`src/rtl/la_cmd_sequencer.sv`:
```
// Logic-analyzer command sequencer: queues 16-bit commands and issues them
// one at a time to CommMaster, collecting ACK/read/dump response bytes.
//
//   state      | meaning
//   -----------+------------------------------------------------------------
//   S_IDLE     | waiting for a queued command with no sticky error
//   S_WAIT_TX  | command sent, waiting for cmd_cmplt
//   S_WAIT_RSP | waiting for the single read-data or write ACK/NAK byte
//   S_DUMP     | streaming ENTRIES dump bytes
module la_cmd_sequencer #(
   parameter int DEPTH   = 8,
   parameter int ENTRIES = 384,
   parameter int TIMEOUT = 65535
) (
   input  logic        clk,
   input  logic        rst,
   input  logic        wr_cmd,
   input  logic [15:0] cmd_in,
   output logic        full,
   output logic [15:0] cmd,
   output logic        snd_cmd,
   input  logic        cmd_cmplt,
   input  logic [7:0]  rec_data,
   input  logic        rec_rdy,
   output logic        clr_rec_rdy,
   output logic        busy,
   output logic        resp_vld,
   output logic [7:0]  resp_data,
   output logic        dump_vld,
   output logic        err,
   output logic [1:0]  err_code,
   output logic        overflow,
   input  logic        clr_err
);

   localparam int AW = $clog2(DEPTH);
   localparam int TW = $clog2(TIMEOUT + 1);
   localparam logic [TW-1:0] TMR_LOAD  = TW'(TIMEOUT);
   localparam logic [15:0]   LAST_BYTE = 16'(ENTRIES - 1);
   localparam logic [1:0]    OP_WR  = 2'b01;
   localparam logic [1:0]    OP_DMP = 2'b10;
   localparam logic [1:0]    OP_RSV = 2'b11;
   localparam logic [7:0]    ACK    = 8'hA5;

   typedef enum logic [1:0] {S_IDLE, S_WAIT_TX, S_WAIT_RSP, S_DUMP} state_t;

   state_t          state, state_nxt;
   logic [15:0]     fifo_mem [DEPTH];
   logic [AW:0]     wr_ptr, rd_ptr;
   logic            empty, push, pop, launch, bad_op;
   logic [15:0]     fifo_head;
   logic            consume, progress, tmo, rsp_done, dump_last, set_err;
   logic [1:0]      set_code;
   logic [TW-1:0]   tmr;
   logic [15:0]     byte_cnt;

   assign empty     = (wr_ptr == rd_ptr);
   assign full      = (wr_ptr[AW] != rd_ptr[AW]) && (wr_ptr[AW-1:0] == rd_ptr[AW-1:0]);
   assign push      = wr_cmd && (!full || pop);
   assign fifo_head = fifo_mem[rd_ptr[AW-1:0]];
   assign busy      = (state != S_IDLE);

   // Command FIFO storage; contents are don't-care while the pointers say empty
   always_ff @(posedge clk) begin
      if (push) fifo_mem[wr_ptr[AW-1:0]] <= cmd_in;
   end

   // FIFO pointers
   always_ff @(posedge clk) begin
      if (rst) begin
         wr_ptr <= '0;
         rd_ptr <= '0;
      end else begin
         if (push) wr_ptr <= wr_ptr + 1'b1;
         if (pop)  rd_ptr <= rd_ptr + 1'b1;
      end
   end

   // State register
   always_ff @(posedge clk) begin
      if (rst) state <= S_IDLE;
      else     state <= state_nxt;
   end

   // Next-state logic; a response byte or cmd_cmplt wins over a same-cycle timeout
   always_comb begin
      state_nxt = state;
      case (state)
         S_IDLE:     if (launch) state_nxt = S_WAIT_TX;
         S_WAIT_TX:  if (cmd_cmplt) state_nxt = (cmd[15:14] == OP_DMP) ? S_DUMP : S_WAIT_RSP;
                     else if (tmo) state_nxt = S_IDLE;
         S_WAIT_RSP: if (consume || tmo) state_nxt = S_IDLE;
         S_DUMP:     if (dump_last || tmo) state_nxt = S_IDLE;
         default:    state_nxt = S_IDLE;
      endcase
   end

   // Output/event decode for the current state
   always_comb begin
      pop       = 1'b0;
      launch    = 1'b0;
      bad_op    = 1'b0;
      progress  = 1'b0;
      rsp_done  = 1'b0;
      dump_last = 1'b0;
      tmo       = 1'b0;
      set_err   = 1'b0;
      set_code  = 2'b00;
      consume   = rec_rdy && !clr_rec_rdy && (state == S_WAIT_RSP || state == S_DUMP);
      case (state)
         S_IDLE: begin
            pop    = !empty && !err;
            launch = pop && (fifo_head[15:14] != OP_RSV);
            bad_op = pop && (fifo_head[15:14] == OP_RSV);
            if (bad_op) begin
               set_err  = 1'b1;
               set_code = 2'b11;
            end
         end
         S_WAIT_TX:  progress = cmd_cmplt;
         S_WAIT_RSP: begin
            progress = consume;
            rsp_done = consume;
            if (consume && cmd[15:14] == OP_WR && rec_data != ACK) begin
               set_err  = 1'b1;
               set_code = 2'b01;
            end
         end
         S_DUMP: begin
            progress  = consume;
            dump_last = consume && (byte_cnt == LAST_BYTE);
         end
         default: ;
      endcase
      if (state != S_IDLE && !progress && tmr == '0) begin
         tmo      = 1'b1;
         set_err  = 1'b1;
         set_code = 2'b10;
      end
   end

   // Idle-cycle down-counter, reloaded on every state change and every bit of progress
   always_ff @(posedge clk) begin
      if (rst)                                                  tmr <= '0;
      else if (state == S_IDLE || state_nxt != state || progress) tmr <= TMR_LOAD;
      else                                                      tmr <= tmr - TW'(1);
   end

   // Dump byte counter, held at zero outside DUMP so every dump starts fresh
   always_ff @(posedge clk) begin
      if (rst || state != S_DUMP) byte_cnt <= '0;
      else if (consume)           byte_cnt <= byte_cnt + 16'd1;
   end

   // Registered strobes, command/response holding registers and sticky flags
   always_ff @(posedge clk) begin
      if (rst) begin
         cmd         <= '0;
         snd_cmd     <= 1'b0;
         clr_rec_rdy <= 1'b0;
         resp_vld    <= 1'b0;
         resp_data   <= '0;
         dump_vld    <= 1'b0;
         err         <= 1'b0;
         err_code    <= 2'b00;
         overflow    <= 1'b0;
      end else begin
         snd_cmd     <= launch;
         clr_rec_rdy <= consume;
         dump_vld    <= consume && (state == S_DUMP);
         resp_vld    <= bad_op || rsp_done || dump_last || tmo;
         if (launch)  cmd       <= fifo_head;
         if (consume) resp_data <= rec_data;
         if (clr_err) begin
            err      <= 1'b0;
            err_code <= 2'b00;
            overflow <= 1'b0;
         end else begin
            if (set_err && !err) begin
               err      <= 1'b1;
               err_code <= set_code;
            end
            if (wr_cmd && full && !pop) overflow <= 1'b1;
         end
      end
   end

endmodule

```
`config.mk`:
```
export PLATFORM = sky130hd
export DESIGN_NAME = la_cmd_sequencer
export DESIGN_NICKNAME = d
export VERILOG_FILES = /design/src/rtl/la_cmd_sequencer.sv
export SDC_FILE = /design/constraint.sdc
export NUM_CORES = 1
export LEC_CHECK = 0
export ABC_CLOCK_PERIOD_IN_PS = 6800
export CAP_MARGIN = 20
export CORE_MARGIN = 1
export CORE_UTILIZATION = 35
export CTS_BUF_LIST = sky130_fd_sc_hd__clkbuf_4 sky130_fd_sc_hd__clkbuf_8
export CTS_CLUSTER_SIZE = 12
export DETAILED_ROUTE_END_ITERATION = 8
export RECOVER_POWER = 100
export SLEW_MARGIN = 5
export SYNTH_ARGS = -nofsm -noshare
export SYNTH_HDL_FRONTEND = slang
export SYNTH_SLANG_ARGS = --single-unit
```
`constraint.sdc`:
```
create_clock -name clk -period 6.8 [get_ports clk]
set_input_delay 1.36 -clock clk [delete_from_list [all_inputs] [get_ports clk]]
set_output_delay 1.36 -clock clk [all_outputs]
set_load 0.005 [all_outputs]
```
==> After elaboration in Yosys (flattened, before gate mapping) <==
Memory sizes are Yosys's and may differ from the RTL's. A register that Yosys moved wholly into a read port is not among the register bits.
Cells that the tools add are included.
{ "classes": {"muxes": 27, "eq_ne": 14, "n_reduce_logical": 37, "addsub": 4} }
{ "ops": {"columns": ["operator", "n"], "rows": [
  ["adder 16 x 1 -> 16 bit (second input constant)", 1],
  ["equality test 16 x 9 -> 1 bit (second input constant)", 1],
  ["logical AND 1 bit", 16],
  ["zero test 16 bit", 1],
  ["two-way mux 16 bit", 1],
  ["subtractor 16 x 1 -> 16 bit (second input constant)", 1],
  ["two-way mux 2 bit", 7],
  ["two-way mux 1 bit", 13],
  ["logical OR 1 bit", 10],
  ["adder 4 x 1 -> 4 bit (second input constant)", 2],
  ["equality test 2 bit (second input constant)", 4],
  ["!= test 8 bit (second input constant)", 1],
  ["case mux 2 bit (4 select lines)", 1],
  ["zero test 1 bit", 6],
  ["two-way mux 3 bit", 2],
  ["equality test 2 x 1 -> 1 bit (second input constant)", 2],
  ["equality test 4 bit", 1],
  ["!= test 2 bit (second input constant)", 2],
  ["case mux 1 bit (2 select lines)", 2],
  ["case mux 2 bit (2 select lines)", 1],
  ["OR reduction 2 bit", 2],
  ["equality test 3 bit", 1],
  ["zero test 2 bit", 1],
  ["!= test 2 bit", 1],
  ["other kinds (2)", 2]
]} }
{ "word_totals": {"regBits": 74, "n_memories": 1, "ram_bits": 128, "in_bits": 30} }
{ "mem_list": {"columns": ["memory", "words", "width", "read_ports", "rd_ports_with_merged_regs", "write_ports", "line", "source"], "rows": [
  ["fifo_mem", 8, 16, 1, 1, 1, "48", "logic [15:0] fifo_mem [DEPTH];"]
]} }

==> Logic depth before layout (Yosys ltp) <==
Gate-level depths: netlist (run 1).
{ "logic_depth": {"depth_word": 15, "mapped_depth": 8, "depth_no_buf": 6} }

==> Worst setup path after synthesis (run 1) <==
OpenSTA, ideal clock, no wires.
{ "synth_timing": {"kind": "input-to-reg", "start": "input wr_cmd", "end": "memory fifo_mem[0][0] (enable)", "arrival_time_ps": 3042, "slack_ps": 3328, "n_path_buf": 0, "stages": 2, "setup_ps": 430, "t_required_ps": 6370, "cell_sequence": "o21ai_2 nor4_1"} }
{ "synth_via": {"elab_chain_cells": 3} }
{ "synth_lines": {"columns": ["element", "line", "source"], "rows": [
  ["from (decl)", "17", "input logic wr_cmd,"],
  ["logical AND 1 bit", "59", "assign push = wr_cmd && (!full || pop);"],
  ["two-way mux 1 bit", "65", "if (push) fifo_mem[wr_ptr[AW-1:0]] <= cmd_in;"],
  ["two-way mux 1 bit (implied by the code)", "65", null],
  ["to (decl)", "48", null]
]} }
Every way passes these cells.

==> Worst setup path in the final report (run 1) <==
{ "layout_timing": {"start": "input wr_cmd", "end": "memory fifo_mem[4][12] (enable)"} }
Same word-level chain as after synthesis.

==> metrics.md, run 1 <==
| Metric | Value |
|---|---|
| Status | complete, but fails checks |
| Failing checks | max-capacitance violations, max-slew violations |
| CP Launch Type | input port |
| Routed Antenna Nets | 0 |
| WS Path Type | in2reg |
| Total Wirelength | ~17000 um |
| Initial antenna violation count | 2 |
| Area of the core | about 0.023 mm^2 |
| IO buf count | 63 |
| Final hold violations | 0 |
| R2R setup slack | approximately 2700 ps |
| RSZ-0062 raised after global routing | no |
| CP Max Fanout | 16 |
| Min-Delay Path Class | reg2reg |
| Post-cts repair resize count | 0 |
| Synth Instances | 555 |
| Fill count | around 2000 |
| Pwr Total | 3280 uW |
| Hold_ws | between 400 and 500 ps |
| Endpoint, Worst Hold | resp_data[2]$_SDFFE_PP0N_ |
| WP data required | around 6900 ps |
| Flop and latch count out of synthesis | 205 |
| Synthesized cell area | 0.00814 mm^2 |
| Clk_skew | 22.0 ps |
| Hold-fix buffers at CTS | 0 |
| Post-CTS Setup Inserts | 0 |
| Die Area | 0.0239 mm^2 |
| Cell variety after synth | 53 |
| CTS Buf Count | 36 |
| TritonRoute pass-1 iters | 4 |
| Largest net degree at the start of global routing | 59 |
| Yosys warnings | 0 |
| # IOs | 64 |
| Slew @ Worst Pin | a little under 3000 ps |
| CTS H-tree depth | 2 |
| Placed Area | approximately 0.0091 mm^2 |
| Slew Limit Fails | 127 |
| Top cells by area, synth | edfxtp_1 47%, dfxtp_1 19%, mux4_2 8.9% |
| Routed len/inst | between 15 and 20 um |
| Period utilisation layout | roughly 67% |
| Seq/Total Area, Yosys | 66.1% |
| Total clock sinks | slightly above 200 |
| CTS tree | built |
| Initial Util | a little over a third |
| Reg2reg end | fifo_mem[4][12]$_DFFE_PP_ |
| Syn nets | between 500 and 600 |
| Worst VDD drop | between 0.1 and 0.15 mV |
| Die Span X | between 150 and 200 um |
| GPL Wtd Cong | around 0.76 |
| Overall routing resource usage | roughly 14% |
| Post-route minimum period | around 4600 ps |
| Number of synthesized flops with an enable pin | ~130 |
| DRT iter0 DRCs | approximately 230 |
| Async set-reset flop share out of synthesis | 0% |
| Vias per cell | 4.98 |
| Static leakage | around 0.0032 uW |
| Max cap viols | 5 |
| PwrDens | around 340 mW/mm^2 |
| Fmax | approximately 0.22 GHz |
| CP endpoint kind | flip-flop |
| CTS root buf | clkbuf_8 |
| Reg-to-Reg Start | state[1]$_SDFF_PP0_ |
| Die Ht | between 150 and 200 um |
| Gr ovfl total | 0 |
| CTS clk-pin slew, worst paths | approximately 50 ps |
| Hold Startpoint | resp_data[2]$_SDFFE_PP0N_ |
| Synthesis-to-layout area growth | 19.5% |
| # setup viols final | 0 |
| Worst EP arrival | around 4700 ps |
| Detailed placement HPWL | around 10000 um |
| First-pass GRT wire length | 26000 um |
| Vias in the first global route | 4732 |
| Hold path cells | 2 |
| Avg Cell Area, Syn | roughly 15 um^2 |
| Worst skew pair latency | ~530 ps |
| Final Cell Area | ~0.01 mm^2 |
| R2r worst-path depth | 5 |
| Row count | 55 |
| DRC Markers | 0 |
| Maximum root-to-sink buffer count | 3 |
| Share of the synthesized area in the top cell type | 47.2% |
| Via total after detailed routing | between 4000 and 5000 |
| Final TNS setup | 0 ps |
| Layout cells sized above 1 | 16.4% |
| Post-layout nets | about 670 |
| Yosys top cell by area | edfxtp_1 |
| Main synth FF type | edfxtp_1 |
| Worst slew margin | -93.8% |
kinds of logic after synthesis:
family,Yosys count,share of synthesized area [%]
buffers and inverters,36,2.29
XOR/XNOR,38,4.09
AND/OR/NAND/NOR,158,10.0
adder cells (fa/ha/maj),5,0.768
multiplexers,50,11.1
AO/OA/AOI/OAI,63,5.65
flip-flops,205,66.1
per-stage QoR:
step                worst slack [ps]  util (%)  cells
floorplan                       3330         -    555
global placement                3210      39.9    880
detailed placement              3200      39.9    880
CTS                             3240      43.3    944
global route                    1940      42.8    945
finish                          2230      42.8    947
placed cells by master, fill, tap and decap left out, drive strengths merged, types with 2 or more instances in the layout:
cell,count
nor3,25
or3,3
nand3,10
nand3b,6
nand2,34
dfxtp,77
xnor2,16
clkbuf,61
diode,2
nand2b,8
edfxtp,128
a31oi,3
nand4,7
a41oi,2
and3b,3
or4,2
mux4,32
xor2,22
ha,5
inv,9
a211oi,16
buf,4
dlygate4sd3,50
clkinv,3
nor4,8
nor2,38
a21oi,30
o21ai,4
and3,4
mux2i,18
clkdlybuf4s50,12
or2,3
a21boi,2
worst max path at each step:
stage | from | end | slack, ps | cells after the start
global route | wr_cmd | fifo_mem[4][12]$_DFFE_PP_ | 1940 | 4
global placement | wr_cmd | fifo_mem[4][10]$_DFFE_PP_ | 3210 | 4
detailed placement | wr_cmd | fifo_mem[4][10]$_DFFE_PP_ | 3200 | 4
CTS | wr_ptr[2]$_SDFFE_PP0P_ | full | 3240 | 4
finish | wr_cmd | fifo_mem[4][12]$_DFFE_PP_ | 2230 | 4
floorplan | wr_cmd | fifo_mem[0][0]$_DFFE_PP_ | 3330 | 2
power by group:
part	internal, uW	leakage, uW	switching (uW)	total, uW
clock	685	0.000403	485	1170
combinational	303	0.00105	300	603
sequential	1410	0.00179	91.2	1500
layout make-up:
type	count	area, um^2	area share (%)
Inverter	7	26.3	0.270
Tap cell	285	357	3.67
Timing Repair Buffer	70	663	6.82
Antenna cell	2	5.00	0.0514
Clock inverter	7	70.1	0.720
Multi-Input combinational cell	314	2530	26.0
Sequential cell	205	5390	55.4
Clock buffer	57	691	7.10
synthesized netlist by cell type (all sizes together), types with 2 or more instances:
cell	instances
xor2	22
xnor2	16
edfxtp	128
a31oi	3
buf	18
or2	3
mux4	32
nand3b	6
o21ai	4
clkbuf	11
nor4	8
nor3	25
inv	7
ha	5
a41oi	2
mux2i	18
nand2	34
a211oi	16
a21boi	2
nand4	7
nand2b	8
and3	4
dfxtp	77
and3b	3
or3	3
a21oi	30
nand3	10
nor2	38
or4	2
per-layer routing:
metal | wire [um] | global-route usage, %
met1 | 7280 | 17.6
met2 | 8130 | 23.5
met3 | 776 | 3.78
met4 | 323 | 5.09
met5 | 0 | 0
critical path, cell delays in order:
cell           delay, ps
dlygate4sd3_1        570
o21ai_0              370
or2_2                450
nor3_1              1890
sequential cells by signal (all words and copies together) (netlist names), named ones only:
register     cells
overflow         1
resp_data        8
clr_rec_rdy      1
cmd             16
wr_ptr           4
err_code         2
resp_vld         1
fifo_mem       128
byte_cnt        16
rd_ptr           4
state            2
err              1
dump_vld         1
snd_cmd          1
tmr             16
(Power assumes the default switching activity.)
==> run 2, diff against run 1 <==
ABC_CLOCK_PERIOD_IN_PS = 4000   (was 6800)
clock period = 4 ns   (was 6.8 ns; I/O delays follow)
==> metrics.md, run 2 (synthesis gave the netlist of run 1 again) <==
| Metric | Value |
|---|---|
| CP Max Fanout | 16 (unchanged) |
| Final hold violations | 0 (unchanged) |
| DRT iter0 DRCs | 229 (was 234) |
| Die Span X | 155 um (unchanged) |
| Most common cell after layout, fill and taps aside | edfxtp_1 (unchanged) |
| Worst EP arrival | 3340 ps (was 4650 ps) |
| CTS root buf | clkbuf_8 (unchanged) |
| Die Area | 0.0239 mm^2 (unchanged) |
| R2R setup slack | 770 ps (was 2700 ps) |
| Initial Util | 35.9% (unchanged) |
| Total clock sinks | 205 (unchanged) |
| Synthesis-to-layout area growth | 19.6% (was 19.5%) |
| Fmax | just over 0.3 GHz |
| Slew @ Worst Pin | 1930 ps (was 2890 ps) |
| Largest net degree at the start of global routing | 40 (was 59) |
| IO buf count | 63 (unchanged) |
| CTS Buf Count | 36 (unchanged) |
| Routed Antenna Nets | 0 (unchanged) |
| Post-route minimum period | ~3200 ps |
| DRC Markers | 0 (unchanged) |
| First-pass GRT wire length | 26300 um (was 26000 um) |
| Failing checks | max-capacitance violations, max-slew violations (unchanged) |
| RSZ-0062 raised after global routing | no (unchanged) |
| Slew Limit Fails | 40 (was 127) |
| Gr ovfl total | 0 (unchanged) |
| WP data required | 4120 ps (was 6880 ps) |
| Static leakage | 0.00325 uW (about the same) |
| Maximum root-to-sink buffer count | 3 (unchanged) |
| Worst skew pair latency | 510 ps (was 530 ps) |
| Final TNS setup | 0 ps (unchanged) |
| Vias per cell | 5.03 (was 4.98) |
| Detailed placement HPWL | 10700 um (was 10400 um) |
| Die Ht | 155 um (unchanged) |
| CP endpoint kind | flip-flop (unchanged) |
| Clk_skew | 15.2 ps (was 22.0 ps) |
| Most frequent cells in the layout | 128 x edfxtp_1, 77 x dfxtp_1, 51 x dlygate4sd3_1 (was 128 x edfxtp_1, 75 x dfxtp_1, 50 x dlygate4sd3_1) |
| Min-Delay Path Class | reg2reg (unchanged) |
| TritonRoute pass-1 iters | 6 (was 4) |
| WS Path Type | reg2reg (was in2reg) |
| Hold_ws | 454 ps (was 452 ps) |
| Initial antenna violation count | 2 (unchanged) |
| GPL Wtd Cong | 0.776 (was 0.760) |
| Total Wirelength | 16700 um (was 16500 um) |
| Routed len/inst | 17.6 um (was 17.4 um) |
| Hold-fix buffers at CTS | 0 (unchanged) |
| Worst VDD drop | 0.198 mV (was 0.145 mV) |
| # IOs | 64 (unchanged) |
| CTS clk-pin slew, worst paths | 60 ps (was 50 ps) |
| Max cap viols | 1 (was 5) |
| Layout cells sized above 1 | 16.7% (was 16.4%) |
| Vias in the first global route | 4967 (was 4732) |
| Number of flip-flops in the largest register | 128 (unchanged) |
| # setup viols final | 0 (unchanged) |
| Worst slew margin | -28.5% (was -93.8%) |
| Area of the core | 0.0227 mm^2 (unchanged) |
| Post-cts repair resize count | 0 (unchanged) |
| PwrDens | 562 mW/mm^2 (was 337 mW/mm^2) |
| Post-layout nets | 676 (was 669) |
| Period utilisation layout | 80.6% |
| CTS tree | built (unchanged) |
| CTS H-tree depth | 2 (unchanged) |
| Overall routing resource usage | 14.3% (was 14.1%) |
| Row count | 55 (unchanged) |
| Post-CTS Setup Inserts | 0 (unchanged) |
| CP Launch Type | flip-flop (was input port) |
| Status | complete, but fails checks (unchanged) |
| Via total after detailed routing | 4789 (was 4719) |
==> run 2: path summary, 6_finish.rpt <==
path | start | to | depth (start not counted)
worst min-delay path | resp_data[4]$_SDFFE_PP0N_ | resp_data[4]$_SDFFE_PP0N_ | 2
worst min register to register | resp_data[4]$_SDFFE_PP0N_ | resp_data[4]$_SDFFE_PP0N_ | 2
worst max-delay path | state[1]$_SDFF_PP0_ | fifo_mem[4][2]$_DFFE_PP_ | 6
worst max register to register | state[1]$_SDFF_PP0_ | fifo_mem[4][2]$_DFFE_PP_ | 6
==> run 2: metrics by stage <==
step / cells / power, uW / setup WS (ps) / instance area [um^2] / util, %
after global placement: 887 / 3700 / 1160 / 9090 / 40.0
after detailed placement: 887 / 3730 / 1140 / 9090 / 40.0
after floorplan: 555 / 3370 / 998 / 8140 / -
after global routing: 950 / 5760 / 575 / 9730 / 42.9
after CTS: 949 / 5600 / 1070 / 9790 / 43.1
final: 952 / 5470 / 775 / 9740 / 42.9
==> run 2: power by group <==
part           internal, uW  total, uW  switching (uW)  leakage [uW]
sequential             2400       2560             155       0.00179
combinational           534       1070             536       0.00108
clock                  1030       1840             816      0.000375
==> run 2: final cells by class <==
class                   count  area (um^2)
repair buffers             77          703
fillers                  2037        13000
flip-flops and latches    205         5390
diodes                      2         5.00
clock buffers              50          632
well taps                 285          357
multi-input cells         314         2560
inverters                   7         26.3
clock inverters            12         68.8
==> run 2: layer usage <==
layer  global-route usage (%)  vias up  wire, um
li1                         -     2287         -
met4                     5.37        0       338
met5                        0        -         0
met3                     3.36       27       882
met1                     16.5     2356      6950
met2                     25.9      119      8550
==> run 2: critical path: stages (launching register included) <==
cell and delay [ps]:
dfxtp_1 400, or2_0 340, nor2_1 190, o21ai_0 420, or2_2 480, nor3_1 150, clkbuf_1 850
